**src/rtl/sobel_gradient_core_pkg.sv**
```systemverilog
// Shared widths, frame defaults, FSM encoding and arithmetic helpers for the
// Sobel gradient core.
package sobel_gradient_core_pkg;

  localparam int PIX_W      = 8;
  localparam int SUM_W      = 10;
  localparam int DIFF_W     = 11;
  localparam int MAG_W      = 11;
  localparam int ROW_W      = 8;
  localparam int COL_W      = 7;
  localparam int DEF_WIDTH  = 128;
  localparam int DEF_HEIGHT = 128;

  typedef enum logic {
    ST_IDLE = 1'b0,
    ST_RUN  = 1'b1
  } state_t;

  function automatic logic [SUM_W-1:0] weighted_sum(
    input logic [PIX_W-1:0] a,
    input logic [PIX_W-1:0] m,
    input logic [PIX_W-1:0] b
  );
    weighted_sum = {2'b00, a} + {1'b0, m, 1'b0} + {2'b00, b};
  endfunction

  function automatic logic [SUM_W-1:0] abs_diff(
    input logic [SUM_W-1:0] p,
    input logic [SUM_W-1:0] n
  );
    logic [DIFF_W-1:0] d;
    logic [DIFF_W-1:0] neg_d;
    d     = {1'b0, p} - {1'b0, n};
    neg_d = (~d) + 11'd1;
    if (d[DIFF_W-1]) begin
      abs_diff = neg_d[SUM_W-1:0];
    end else begin
      abs_diff = d[SUM_W-1:0];
    end
  endfunction

  function automatic logic [PIX_W-1:0] sat_mag(input logic [MAG_W-1:0] s);
    if (s > 11'd255) begin
      sat_mag = 8'hFF;
    end else begin
      sat_mag = s[PIX_W-1:0];
    end
  endfunction

endpackage

```
**src/rtl/sobel_grad_axis.sv**
```systemverilog
// One gradient axis: weighted positive/negative column sums (first stage)
// followed by a registered absolute difference (second stage).
module sobel_grad_axis
  import sobel_gradient_core_pkg::*;
(
  input  logic             clk,
  input  logic             xrst,
  input  logic             i_load_s1,
  input  logic             i_load_s2,
  input  logic [PIX_W-1:0] i_pos_a,
  input  logic [PIX_W-1:0] i_pos_m,
  input  logic [PIX_W-1:0] i_pos_b,
  input  logic [PIX_W-1:0] i_neg_a,
  input  logic [PIX_W-1:0] i_neg_m,
  input  logic [PIX_W-1:0] i_neg_b,
  output logic [SUM_W-1:0] o_abs
);

  logic [SUM_W-1:0] r_pos;
  logic [SUM_W-1:0] r_neg;
  logic [SUM_W-1:0] r_abs;

  // Stage registers only capture when a valid sample is passing through them
  always_ff @(posedge clk or posedge xrst) begin
    if (xrst) begin
      r_pos <= 10'd0;
      r_neg <= 10'd0;
      r_abs <= 10'd0;
    end else begin
      if (i_load_s1) begin
        r_pos <= weighted_sum(i_pos_a, i_pos_m, i_pos_b);
        r_neg <= weighted_sum(i_neg_a, i_neg_m, i_neg_b);
      end
      if (i_load_s2) begin
        r_abs <= abs_diff(r_pos, r_neg);
      end
    end
  end

  assign o_abs = r_abs;

endmodule

```
**src/rtl/sobel_gradient_core.sv**
```systemverilog
// Sobel |Gx|+|Gy| core: two gradient axes, saturate/threshold stage, tag and
// mode pipeline, and the frame-progress FSM.
module sobel_gradient_core
  import sobel_gradient_core_pkg::*;
#(
  parameter int WIDTH  = DEF_WIDTH,
  parameter int HEIGHT = DEF_HEIGHT
) (
  input  logic             clk,
  input  logic             xrst,
  input  logic [PIX_W-1:0] pixel_00,
  input  logic [PIX_W-1:0] pixel_01,
  input  logic [PIX_W-1:0] pixel_02,
  input  logic [PIX_W-1:0] pixel_10,
  input  logic [PIX_W-1:0] pixel_11,
  input  logic [PIX_W-1:0] pixel_12,
  input  logic [PIX_W-1:0] pixel_20,
  input  logic [PIX_W-1:0] pixel_21,
  input  logic [PIX_W-1:0] pixel_22,
  input  logic             win_valid,
  input  logic [ROW_W-1:0] win_row,
  input  logic [COL_W-1:0] win_col,
  input  logic             mode,
  input  logic [PIX_W-1:0] threshold,
  output logic [PIX_W-1:0] edge_out,
  output logic             out_valid,
  output logic [ROW_W-1:0] out_row,
  output logic [COL_W-1:0] out_col,
  output logic             frame_done,
  output logic             busy
);

  logic             w_start;
  logic             w_mode_eff;
  logic [PIX_W-1:0] w_thr_eff;
  logic [SUM_W-1:0] w_abs_x;
  logic [SUM_W-1:0] w_abs_y;
  logic [MAG_W-1:0] w_sum;
  logic [PIX_W-1:0] w_mag;
  logic [PIX_W-1:0] w_edge;
  logic             w_last;
  state_t           r_state;
  state_t           w_next;

  logic             r_lat_mode;
  logic [PIX_W-1:0] r_lat_thr;
  logic             r_v1;
  logic             r_v2;
  logic [ROW_W-1:0] r_row1;
  logic [ROW_W-1:0] r_row2;
  logic [COL_W-1:0] r_col1;
  logic [COL_W-1:0] r_col2;
  logic             r_mode1;
  logic             r_mode2;
  logic [PIX_W-1:0] r_thr1;
  logic [PIX_W-1:0] r_thr2;

  assign w_start = win_valid && (win_row == 8'd0) && (win_col == 7'd0);
  // The (0,0) sample itself already uses the settings presented with it
  assign w_mode_eff = w_start ? mode : r_lat_mode;
  assign w_thr_eff  = w_start ? threshold : r_lat_thr;

  sobel_grad_axis u_gx (
    .clk       (clk),
    .xrst      (xrst),
    .i_load_s1 (win_valid),
    .i_load_s2 (r_v1),
    .i_pos_a   (pixel_02),
    .i_pos_m   (pixel_12),
    .i_pos_b   (pixel_22),
    .i_neg_a   (pixel_00),
    .i_neg_m   (pixel_10),
    .i_neg_b   (pixel_20),
    .o_abs     (w_abs_x)
  );

  sobel_grad_axis u_gy (
    .clk       (clk),
    .xrst      (xrst),
    .i_load_s1 (win_valid),
    .i_load_s2 (r_v1),
    .i_pos_a   (pixel_20),
    .i_pos_m   (pixel_21),
    .i_pos_b   (pixel_22),
    .i_neg_a   (pixel_00),
    .i_neg_m   (pixel_01),
    .i_neg_b   (pixel_02),
    .o_abs     (w_abs_y)
  );

  // Final stage combinational: add, saturate, optional threshold
  always_comb begin
    w_sum  = {1'b0, w_abs_x} + {1'b0, w_abs_y};
    w_mag  = sat_mag(w_sum);
    w_edge = w_mag;
    if (r_mode2) begin
      if (w_mag >= r_thr2) begin
        w_edge = 8'hFF;
      end else begin
        w_edge = 8'h00;
      end
    end else begin
      w_edge = w_mag;
    end
  end

  assign w_last = (r_row2 == ROW_W'(HEIGHT - 1)) && (r_col2 == COL_W'(WIDTH - 1));

  // Frame settings latch and valid/tag/settings pipeline
  always_ff @(posedge clk or posedge xrst) begin
    if (xrst) begin
      r_lat_mode <= 1'b0;
      r_lat_thr  <= 8'd0;
      r_v1       <= 1'b0;
      r_v2       <= 1'b0;
      r_row1     <= 8'd0;
      r_row2     <= 8'd0;
      r_col1     <= 7'd0;
      r_col2     <= 7'd0;
      r_mode1    <= 1'b0;
      r_mode2    <= 1'b0;
      r_thr1     <= 8'd0;
      r_thr2     <= 8'd0;
    end else begin
      r_v1 <= win_valid;
      r_v2 <= r_v1;
      if (w_start) begin
        r_lat_mode <= mode;
        r_lat_thr  <= threshold;
      end
      if (win_valid) begin
        r_row1  <= win_row;
        r_col1  <= win_col;
        r_mode1 <= w_mode_eff;
        r_thr1  <= w_thr_eff;
      end
      if (r_v1) begin
        r_row2  <= r_row1;
        r_col2  <= r_col1;
        r_mode2 <= r_mode1;
        r_thr2  <= r_thr1;
      end
    end
  end

  // Output registers hold their value through bubbles
  always_ff @(posedge clk or posedge xrst) begin
    if (xrst) begin
      out_valid  <= 1'b0;
      frame_done <= 1'b0;
      edge_out   <= 8'd0;
      out_row    <= 8'd0;
      out_col    <= 7'd0;
    end else begin
      out_valid  <= r_v2;
      frame_done <= r_v2 && w_last;
      if (r_v2) begin
        edge_out <= w_edge;
        out_row  <= r_row2;
        out_col  <= r_col2;
      end
    end
  end

  // Frame FSM state register
  always_ff @(posedge clk or posedge xrst) begin
    if (xrst) begin
      r_state <= ST_IDLE;
    end else begin
      r_state <= w_next;
    end
  end

  // Frame FSM next state; a (0,0) entering alongside frame_done keeps RUN
  always_comb begin
    w_next = r_state;
    case (r_state)
      ST_IDLE: begin
        if (w_start) begin
          w_next = ST_RUN;
        end else begin
          w_next = ST_IDLE;
        end
      end
      ST_RUN: begin
        if (frame_done && !w_start) begin
          w_next = ST_IDLE;
        end else begin
          w_next = ST_RUN;
        end
      end
      default: w_next = ST_IDLE;
    endcase
  end

  assign busy = (r_state == ST_RUN);

endmodule

```
**config.mk**
```make
export PLATFORM = sky130hd
export DESIGN_NAME = sobel_gradient_core
export DESIGN_NICKNAME = d
export VERILOG_FILES = /design/src/rtl/sobel_gradient_core_pkg.sv /design/src/rtl/sobel_grad_axis.sv /design/src/rtl/sobel_gradient_core.sv
export SDC_FILE = /design/constraint.sdc
export NUM_CORES = 1
export LEC_CHECK = 0
export BUFFER_PORTS_ARGS = -buffer_cell sky130_fd_sc_hd__buf_2
export CAP_MARGIN = 25
export CORE_MARGIN = 2
export CORE_UTILIZATION = 40
export CTS_CLUSTER_SIZE = 16
export DETAILED_ROUTE_END_ITERATION = 10
export GPL_TIMING_DRIVEN = 1
export PLACE_DENSITY_LB_ADDON = 0.25
export SLEW_MARGIN = 15
export SYNTH_ARGS = -nofsm -noshare
export SYNTH_HDL_FRONTEND = slang
export SYNTH_SLANG_ARGS = --single-unit
```
**constraint.sdc**
```tcl
create_clock -name clk -period 4.83 [get_ports clk]
set_input_delay 0.483 -clock clk [delete_from_list [all_inputs] [get_ports clk]]
set_output_delay 0.483 -clock clk [all_outputs]
set_load 0.02 [all_outputs]
```
==> metrics.txt, run 1 <==
Post-Layout Cell Count=roughly 1200; share of the yosys chip area belonging to registers=0.404; Design Power=roughly 6 mW; fraction of final layout cells sized beyond drive strength 1=0.253; vias per std cell=approximately 5; startpoint types=flip-flop; Vias=6257; IR drop worst, VDD=between 0.2 and 0.3 mV; TritonCTS clock tree=built; global-route wire length before repair=32500 um; Critical Path Max Stage Delay=approximately 0.57 ns; Inserted Diodes=0; All-Layer GR Usage=0.173; top-level port count=about 130; met1 demand-to-capacity share in global routing=0.235; Worst-Margin Slew=0.934 ns; count of distinct cell types in the synthesized netlist=59; number of hold violations in the final report=0; crit path max-delay cell type=or4_4; number of nets in the final layout=about 1200; die outline height=approximately 150 um; crit path setup slack, layout=0.925 ns; count of buffers from port buffering=between 100 and 150; clock tree skew after final layout=just under 0.01 ns; cts-stage hold buffer count=0; time the worst path needs with I/O delays and setup=~3.9 ns; summed negative setup slack over all endpoints=0 ns; starting utilization of the core area=0.409; number of nets with antenna violations after detailed routing=0; maximum fanout along the worst path=8; worst hold path type=input pin to asynchronous set/reset pin; Row Count=54; setup repair bufs after CTS=0; number of detailed-routing iterations run before antenna repair=4; CTS Buf Count=17; Skew-Pair Late Insertion Delay=roughly 0.42 ns; mapped cell area=0.00898 mm^2; HPWL after DPL=15000 um; total instance count after detailed placement=between 1000 and 1500; critical path required time=about 5 ns; number of buffers between clock root and the deepest sink=2; Avg Synthesized Cell Area=roughly 11 um^2; Final Setup Violations=0; initial DRC count=roughly 210; DR DRC count=0; Net Count, Synth=about 1000; Setup Crit Path Kind=flip-flop to flip-flop; global routing usage on met2=0.282; leakage power=4.84 nW; share of async-settable or async-resettable flops after synthesis=1.00; initial antenna violation count=1; gp weighted congestion=around 0.9; commonest non-fill, non-tap cell in the layout=dfrtp_1; Root Buffer Master=clkbuf_16; routed len/inst=between 15 and 20 um; arrival time of data at the critical path endpoint=~4.2 ns; final count of pins violating max slew=0; global route hottest layer=met2; vias in the first global route=about 6400; Worst-path clk slew=0.06 ns; grt met3 use=0.0349; run status=finished clean; global route total overflow=0; die extent in x=about 150 um; Clock Sink Count=around 150; setup slack after placement=between 0.9 and 1 ns; Die ar.=0.0237 mm^2; Post-synth EDFFs=0; Warnings, synthesis=0; register-to-register setup slack=slightly above 0.9 ns; series of cell instances along the critical path=ha_1 > inv_1 > fa_1 > nor2b_1 > o21ai_1 > a21boi_1 > o31ai_1 > or4_4 > nand2_1 > nand2_1 > ha_1 > or4_1 > o21ai_1 > a311oi_1; RSZ-0062 raised after global routing=no; power per cell area=565 mW/mm^2; Main synth FF type=dfrtp_1; count of max-cap constraint violations=0; Core Box Area=approximately 0.022 mm^2; maximum number of pins on one net before global-route repair=79; part of the cycle the worst path needs=0.809; area growth from synthesis to layout=15.9%; worst slew slack as a fraction of its limit=0.377; post-synthesis sequential element count=about 150; critical path endpoint category=flip-flop; total wire length=between 15000 and 20000 um; number of levels the H-tree was split into=4; commonest cells after routing, fill and taps aside=144 x dfrtp_1, 116 x buf_2, 77 x mux2_2; cells after synthesis=837; post-cts gate resize count=0; maximum clock frequency=256 MHz
[final cells by class]
cell class / count / area, um^2
fillers: 2066 / 11500
inverters: 73 / 279
repair buffers: 121 / 618
clock inverters: 14 / 120
flip-flops and latches: 145 / 3630
multi-input cells: 597 / 4970
well taps: 280 / 350
clock buffers: 18 / 439
[per-stage QoR]
step	util	hold WS, ns	cell area (um^2)
2_1_floorplan	-	0.352	8980
3_3_place_gp	0.449	0.448	9850
3_5_place_dp	0.449	0.451	9850
4_1_cts	0.474	0.166	10400
5_1_grt	0.474	0.193	10400
6_report	0.474	0.153	10400
[synth_stat cells (all sizes together), types with 11 or more instances]
library cell	n	area, um^2
inv	73	274
clkbuf	16	60.1
a21oi	50	265
nand2	48	180
nor2	66	248
a21o	12	90.1
mux2	77	867
xnor2	33	289
dfrtp	145	3630
o21ai	52	264
mux2i	11	110
fa	35	701
nor2b	11	68.8
xor2	15	131
ha	76	951
[power breakdown]
part           leakage (nW)  switching (mW)  internal [mW]
logic                  2.86            1.68           1.29
clock network         0.264           0.554          0.687
registers              1.72           0.161           1.51
[critical path: cells and delay by family (launching register included)]
family                     cells  cell delay [ns]
and+or+nand+nor                5             1.52
buffers and inverters          1             0.05
adders and majority gates      3             0.80
DFF                            1             0.36
AOI/OAI and AO/OA              5             1.04
[sequential cells by signal, indices dropped and copies added (netlist names), 10 cells and up]
register    cells
u_gx.r_neg     10
u_gx.r_pos     10
u_gy.r_pos     10
u_gy.o_abs     10
u_gx.o_abs     10
u_gy.r_neg     10
[worst paths after layout]
kind	start	endpoint	cells past startpoint
max	u_gx.o_abs[0]$_DFFE_PP0P_	edge_out[4]$_DFFE_PP0P_	14
min	xrst	u_gy.r_pos[9]$_DFFE_PP0P_	2
max reg2reg	u_gx.o_abs[0]$_DFFE_PP0P_	edge_out[4]$_DFFE_PP0P_	14
min reg2reg	frame_done$_DFF_PP0_	busy$_DFF_PP0_	1
max in group asynchronous	xrst	r_v1$_DFF_PP0_	3
min in group clk	threshold[4]	r_lat_thr[4]$_DFF_PP0_	2
[layer usage]
metal	share of wire	vias up	wire [um]
met5	0	-	0
met4	0.013	0	245
met3	0.037	18	722
met2	0.47	123	8980
met1	0.48	2962	9330
li1	-	3154	-
[cells by family (layout without fill, tap and decap cells)]
family	after synthesis	in the layout	synth area share
compound gates	165	165	0.116
simple gates	185	185	0.0980
fa+ha+maj	111	111	0.184
xor+xnor	48	48	0.0468
buf+inv	95	226	0.0419
flops	145	145	0.404
mux	88	88	0.109
(Power assumes the default switching activity.)
==> run 2, diff against run 1 <==
- clock period: 4.83 -> 3.25 ns (I/O delays scaled with it)
==> metrics.txt, run 2 (synthesized netlist as in run 1, its figures left out) <==
Inserted Diodes=0 (unchanged); count of buffers from port buffering=116 (unchanged); WL met2=8900 um (was 8980 um); capturing instance or port of the critical path=edge_out[2]$_DFFE_PP0P_ (was edge_out[4]$_DFFE_PP0P_); leakage power=4.96 nW (was 4.84 nW); gp weighted congestion=0.864 (was 0.876); commonest cells after routing, fill and taps aside=144 x dfrtp_1, 116 x buf_2, 77 x mux2_2 (unchanged); Worst-Margin Slew=0.940 ns (was 0.934 ns); vias in the first global route=6532 (was 6447); DR DRC count=0 (unchanged); number of filler instances in the final layout=2043 (was 2066); Die ar.=0.0237 mm^2 (unchanged); total wire length=19100 um (was 19300 um); fraction of final layout cells sized beyond drive strength 1=0.283 (was 0.253); worst slew slack as a fraction of its limit=0.373 (was 0.377); vias per std cell=5.01 (about the same); top-level port count=125 (unchanged); routed len/inst=15.1 um (was 15.4 um); R2R Path End=edge_out[2]$_DFFE_PP0P_ (was edge_out[4]$_DFFE_PP0P_); run status=complete, but fails checks (was finished clean); die outline height=154 um (unchanged); critical path required time=3.52 ns (was 5.10 ns); maximum clock frequency=295 MHz (was 256 MHz); worst setup path startpoint=u_gx.o_abs[0]$_DFFE_PP0P_ (unchanged); Core Box Area=0.0220 mm^2 (unchanged); All-Layer GR Usage=0.173 (about the same); CTS Buf Count=17 (unchanged); crit path setup slack, layout=-0.143 ns (was 0.925 ns); setup slack after placement=-0.106 ns (was 0.934 ns); worst hold path type=input pin to asynchronous set/reset pin (unchanged); R2R cell count=14 (unchanged); Row Count=54 (unchanged); global route total overflow=0 (unchanged); number of levels the H-tree was split into=4 (unchanged); Final Hold Slack=0.0670 ns (was 0.153 ns); register-to-register setup slack=-0.14 ns (was 0.92 ns); number of buffers between clock root and the deepest sink=2 (unchanged); startpoint types=flip-flop (unchanged); total instance count after detailed placement=1226 (was 1216); maximum fanout along the worst path=8 (unchanged); power per cell area=861 mW/mm^2 (was 565 mW/mm^2); Setup Crit Path Kind=flip-flop to flip-flop (unchanged); final count of pins violating max slew=0 (unchanged); Worst-path clk slew=0.07 ns (was 0.06 ns); Final Setup Violations=8 (was 0); reg-to-reg critical path startpoint=u_gx.o_abs[0]$_DFFE_PP0P_ (unchanged); die extent in x=154 um (unchanged); clock tree skew after final layout=0.0115 ns (was 0.00987 ns); RSZ-0062 raised after global routing=yes (was no); TritonCTS clock tree=built (unchanged); number of nets in the final layout=1179 (was 1165); Post-Layout Cell Count=1262 (was 1248); Clock Sink Count=145 (unchanged); Root Buffer Master=clkbuf_16 (unchanged); routed wire length on met3=656 um (was 722 um); Vias=6321 (was 6257); global-route wire length before repair=33000 um (was 32500 um); final instance area=0.0107 mm^2 (was 0.0104 mm^2); number of nets with antenna violations after detailed routing=0 (unchanged); HPWL after DPL=14900 um (was 15000 um); initial antenna violation count=0 (was 1); starting utilization of the core area=0.409 (unchanged); time the worst path needs with I/O delays and setup=3.39 ns (was 3.91 ns); critical path endpoint category=flip-flop (unchanged); IR drop worst, VDD=0.412 mV (was 0.293 mV); highest metal used=met4 (unchanged); part of the cycle the worst path needs=1.04 (was 0.809); maximum number of pins on one net before global-route repair=79 (unchanged); Skew-Pair Late Insertion Delay=0.42 ns (about the same); initial DRC count=231 (was 213); number of hold violations in the final report=0 (unchanged); commonest non-fill, non-tap cell in the layout=dfrtp_1 (unchanged); count of max-cap constraint violations=0 (unchanged); Design Power=9.20 mW (was 5.88 mW); number of detailed-routing iterations run before antenna repair=4 (unchanged); area growth from synthesis to layout=19.0% (was 15.9%); Met1 Wirelength=9340 um (was 9330 um); failing checks=setup timing; area after detailed placement=0.00997 mm^2 (was 0.00985 mm^2); arrival time of data at the critical path endpoint=3.67 ns (was 4.18 ns)
## run 2: cell count changes in the layout (fill, tap and decap cells not counted), sizes merged
| cell | delta |
|---|---|
| buf | +14 |
| bufinv | +2 |
| clkbuf | -1 |
| clkinv | +1 |
| clkinvlp | -1 |
| inv | -1 |
## run 2: how the worst min path moves through the flow
stage	startpoint	endpoint	slack, ns	cells after the start
global placement	frame_done$_DFF_PP0_	busy$_DFF_PP0_	0.44	1
CTS	xrst	r_lat_thr[3]$_DFF_PP0_	0.08	2
floorplan	r_v1$_DFF_PP0_	r_v2$_DFF_PP0_	0.35	0
global route	xrst	r_lat_thr[3]$_DFF_PP0_	0.11	2
finish	xrst	u_gx.r_neg[2]$_DFFE_PP0P_	0.07	2
detailed placement	frame_done$_DFF_PP0_	busy$_DFF_PP0_	0.45	1
## run 2: timing repair
| item | 4_1_cts | 5_1_grt |
|---|---|---|
| resized for setup | 3 | 14 |
| endpoints found under the setup margin | 8 | 8 |
| hold buffers | 0 | 0 |
| setup buffers | 1 | 3 |
| pin swaps | 1 | 7 |
## run 2: worst max-delay path, cell delays in order (launching register included)
cell,delay (ns)
dfrtp_1,0.36
ha_2,0.19
inv_2,0.04
fa_2,0.34
nor2b_2,0.13
o21ai_2,0.07
a21boi_2,0.18
o31ai_2,0.08
or4_4,0.58
nand2_4,0.12
nand2_1,0.06
ha_1,0.21
or4_4,0.53
o21ai_4,0.29
a311oi_1,0.08
## run 2: where the power goes
part | switching (mW) | leakage, nW | internal [mW]
sequential | 0.235 | 1.72 | 2.24
clock | 0.863 | 0.296 | 1.17
combinational | 2.58 | 2.95 | 2.11
total | 3.68 | 4.96 | 5.52
## run 2: per-layer routing
layer,global-route usage,up-vias
met5,0,-
li1,-,3190
met2,0.283,114
met4,0.0387,0
met3,0.0364,14
met1,0.239,3003
## run 2: through the flow
stage | TNS [ns] | util
2_1_floorplan | 0 | -
3_3_place_gp | -0.755 | 0.454
3_5_place_dp | -0.818 | 0.454
4_1_cts | -0.729 | 0.483
5_1_grt | -2.96 | 0.487
6_report | -1.05 | 0.487
## run 2: area by class of cell
type	count	area, um^2	area share
Multi-Input combinational cell	597	5060	0.474
Sequential cell	145	3630	0.340
Timing Repair Buffer	135	748	0.0700
Clock buffer	17	425	0.0398
Tap cell	280	350	0.0328
Inverter	73	278	0.0260
Clock inverter	15	189	0.0177
==> run 3, diff against run 2 <==
- HOLD_SLACK_MARGIN: default -> 0.12
==> metrics.txt, run 3 (synthesized netlist as in run 1, its figures left out) <==
number of detailed-routing iterations run before antenna repair=4 (unchanged); Critical Path Max Stage Delay=0.58 ns (about the same); TritonCTS clock tree=built (unchanged); IR drop worst, VDD=0.410 mV (was 0.412 mV); vias per std cell=5.00 (was 5.01); starting utilization of the core area=0.409 (unchanged); top-level port count=125 (unchanged); crit path max-delay cell type=or4_4 (unchanged); die outline height=154 um (unchanged); number of filler instances in the final layout=2043 (unchanged); area growth from synthesis to layout=19.1% (was 19.0%); time the worst path needs with I/O delays and setup=3.39 ns (about the same); final count of pins violating max slew=0 (unchanged); gp weighted congestion=0.864 (unchanged); CTS Buf Count=17 (unchanged); Final Setup Violations=8 (unchanged); All-Layer GR Usage=0.173 (about the same); Clock Sink Count=145 (unchanged); maximum clock frequency=295 MHz (about the same); Worst-Margin Slew=0.943 ns (was 0.940 ns); Post-Layout Cell Count=1263 (was 1262); R2R Path End=edge_out[2]$_DFFE_PP0P_ (unchanged); Root Buffer Master=clkbuf_16 (unchanged); commonest non-fill, non-tap cell in the layout=dfrtp_1 (unchanged); Die ar.=0.0237 mm^2 (unchanged); arrival time of data at the critical path endpoint=3.66 ns (was 3.67 ns); total instance count after detailed placement=1226 (unchanged); Inserted Diodes=0 (unchanged); Vias=6314 (was 6321); RSZ-0062 raised after global routing=yes (unchanged); dominant delay contributor by cell family on the critical path=simple AND/OR/NAND/NOR gates (unchanged); HPWL after DPL=14900 um (unchanged); worst hold stages=2; worst slew slack as a fraction of its limit=0.371 (was 0.373); count of max-cap constraint violations=0 (unchanged); sequential cell area=0.00363 mm^2 (unchanged); failing checks=setup timing (unchanged); Design Power=9.20 mW (about the same); vias in the first global route=6533 (was 6532); Hold EP=r_lat_mode$_DFF_PP0_; beginning of the worst hold path=mode; area of the multi-input gates=0.00506 mm^2 (unchanged); critical path required time=3.52 ns (about the same); number of nets in the final layout=1180 (was 1179); worst hold path type=input pin to flip-flop (was input pin to asynchronous set/reset pin); die extent in x=154 um (unchanged); series of cell instances along the critical path=ha_2 > inv_2 > fa_2 > nor2b_2 > o21ai_2 > a21boi_2 > o31ai_2 > or4_4 > nand2_4 > nand2_1 > ha_1 > or4_4 > o21ai_4 > a311oi_1 (unchanged); total wire length=19100 um (about the same); critical path endpoint category=flip-flop (unchanged); count of buffers from port buffering=116 (unchanged); number of hold violations in the final report=0 (unchanged); maximum fanout along the worst path=8 (unchanged); initial antenna violation count=0 (unchanged); Setup Crit Path Kind=flip-flop to flip-flop (unchanged); routed len/inst=15.1 um (about the same); part of the cycle the worst path needs=1.04 (about the same); Skew-Pair Late Insertion Delay=0.42 ns (about the same); summed negative setup slack over all endpoints=-1.05 ns (about the same); number of levels the H-tree was split into=4 (unchanged); fraction of final layout cells sized beyond drive strength 1=0.283 (about the same); Row Count=54 (unchanged); clock tree skew after final layout=0.0115 ns (about the same); number of nets with antenna violations after detailed routing=0 (unchanged); register-to-register setup slack=-0.14 ns (about the same); number of buffers between clock root and the deepest sink=2 (unchanged); reg-to-reg critical path startpoint=u_gx.o_abs[0]$_DFFE_PP0P_ (unchanged); Core Box Area=0.0220 mm^2 (unchanged); crit path setup slack, layout=-0.143 ns (about the same); DR DRC count=0 (unchanged); R2R cell count=14 (unchanged); buffers plus inverters on the worst setup path=1 (unchanged); Worst-path clk slew=0.07 ns (about the same); maximum number of pins on one net before global-route repair=79 (unchanged); leakage power=4.96 nW (about the same); initial DRC count=249 (was 231); critical path's most frequent cell=or4_4 (unchanged); run status=complete, but fails checks (unchanged); area after detailed placement=0.00997 mm^2 (unchanged); power per cell area=860 mW/mm^2 (was 861 mW/mm^2); global-route wire length before repair=33000 um (about the same); startpoint types=flip-flop (unchanged); global route total overflow=0 (unchanged); commonest cells after routing, fill and taps aside=144 x dfrtp_1, 116 x buf_2, 77 x mux2_2 (unchanged); final instance area=0.0107 mm^2 (about the same)
## run 3: timing repair
item,in CTS,in global routing
setup buffers,1,3
cloned,0,0
hold buffers,1,0
gates resized for setup,3,14
pin swaps,1,7
setup endpoints to repair,8,8
hold endpoints to repair,33,0
## run 3: power breakdown
part	switching, mW	total, mW	internal, mW
Sequential	0.234	2.48	2.24
Combinational	2.59	4.69	2.11
Clock	0.860	2.03	1.17
## run 3: how the worst max path moves through the flow
| stage | cells past startpoint | slack, ns | endpoint | startpoint |
|---|---|---|---|---|
| after global placement | 15 | -0.1 | edge_out[6]$_DFFE_PP0P_ | u_gx.o_abs[1]$_DFFE_PP0P_ |
| final | 14 | -0.14 | edge_out[2]$_DFFE_PP0P_ | u_gx.o_abs[0]$_DFFE_PP0P_ |
| after global routing | 17 | -0.38 | edge_out[2]$_DFFE_PP0P_ | u_gx.o_abs[0]$_DFFE_PP0P_ |
| after detailed placement | 15 | -0.11 | edge_out[1]$_DFFE_PP0P_ | u_gx.o_abs[1]$_DFFE_PP0P_ |
| after floorplan | 15 | 0.07 | edge_out[2]$_DFFE_PP0P_ | u_gx.o_abs[1]$_DFFE_PP0P_ |
| after CTS | 15 | -0.1 | edge_out[1]$_DFFE_PP0P_ | u_gx.o_abs[1]$_DFFE_PP0P_ |
## run 3: per-layer routing
| metal | part of all wire | track usage | routed length, um |
|---|---|---|---|
| met4 | 0.010 | 0.0387 | 193 |
| met5 | 0 | 0 | 0 |
| met3 | 0.032 | 0.0364 | 604 |
| met1 | 0.49 | 0.239 | 9410 |
| met2 | 0.47 | 0.283 | 8890 |
## run 3: per-stage QoR
| stage | setup slack [ns] | utilization | hold slack, ns |
|---|---|---|---|
| after global routing | -0.379 | 0.487 | 0.139 |
| after global placement | -0.0962 | 0.454 | 0.441 |
| final | -0.143 | 0.487 | 0.158 |
| after detailed placement | -0.106 | 0.454 | 0.450 |
| after CTS | -0.0956 | 0.483 | 0.137 |
| after floorplan | 0.0739 | - | 0.352 |
## run 3: cell type report
cell class                      instances  area share
Tap cell                              280      0.0328
Clock buffer                           17      0.0398
Sequential cell                       145       0.339
Multi-Input combinational cell        597       0.474
Clock inverter                         15      0.0177
Timing Repair Buffer                  136      0.0709
Inverter                               73      0.0260
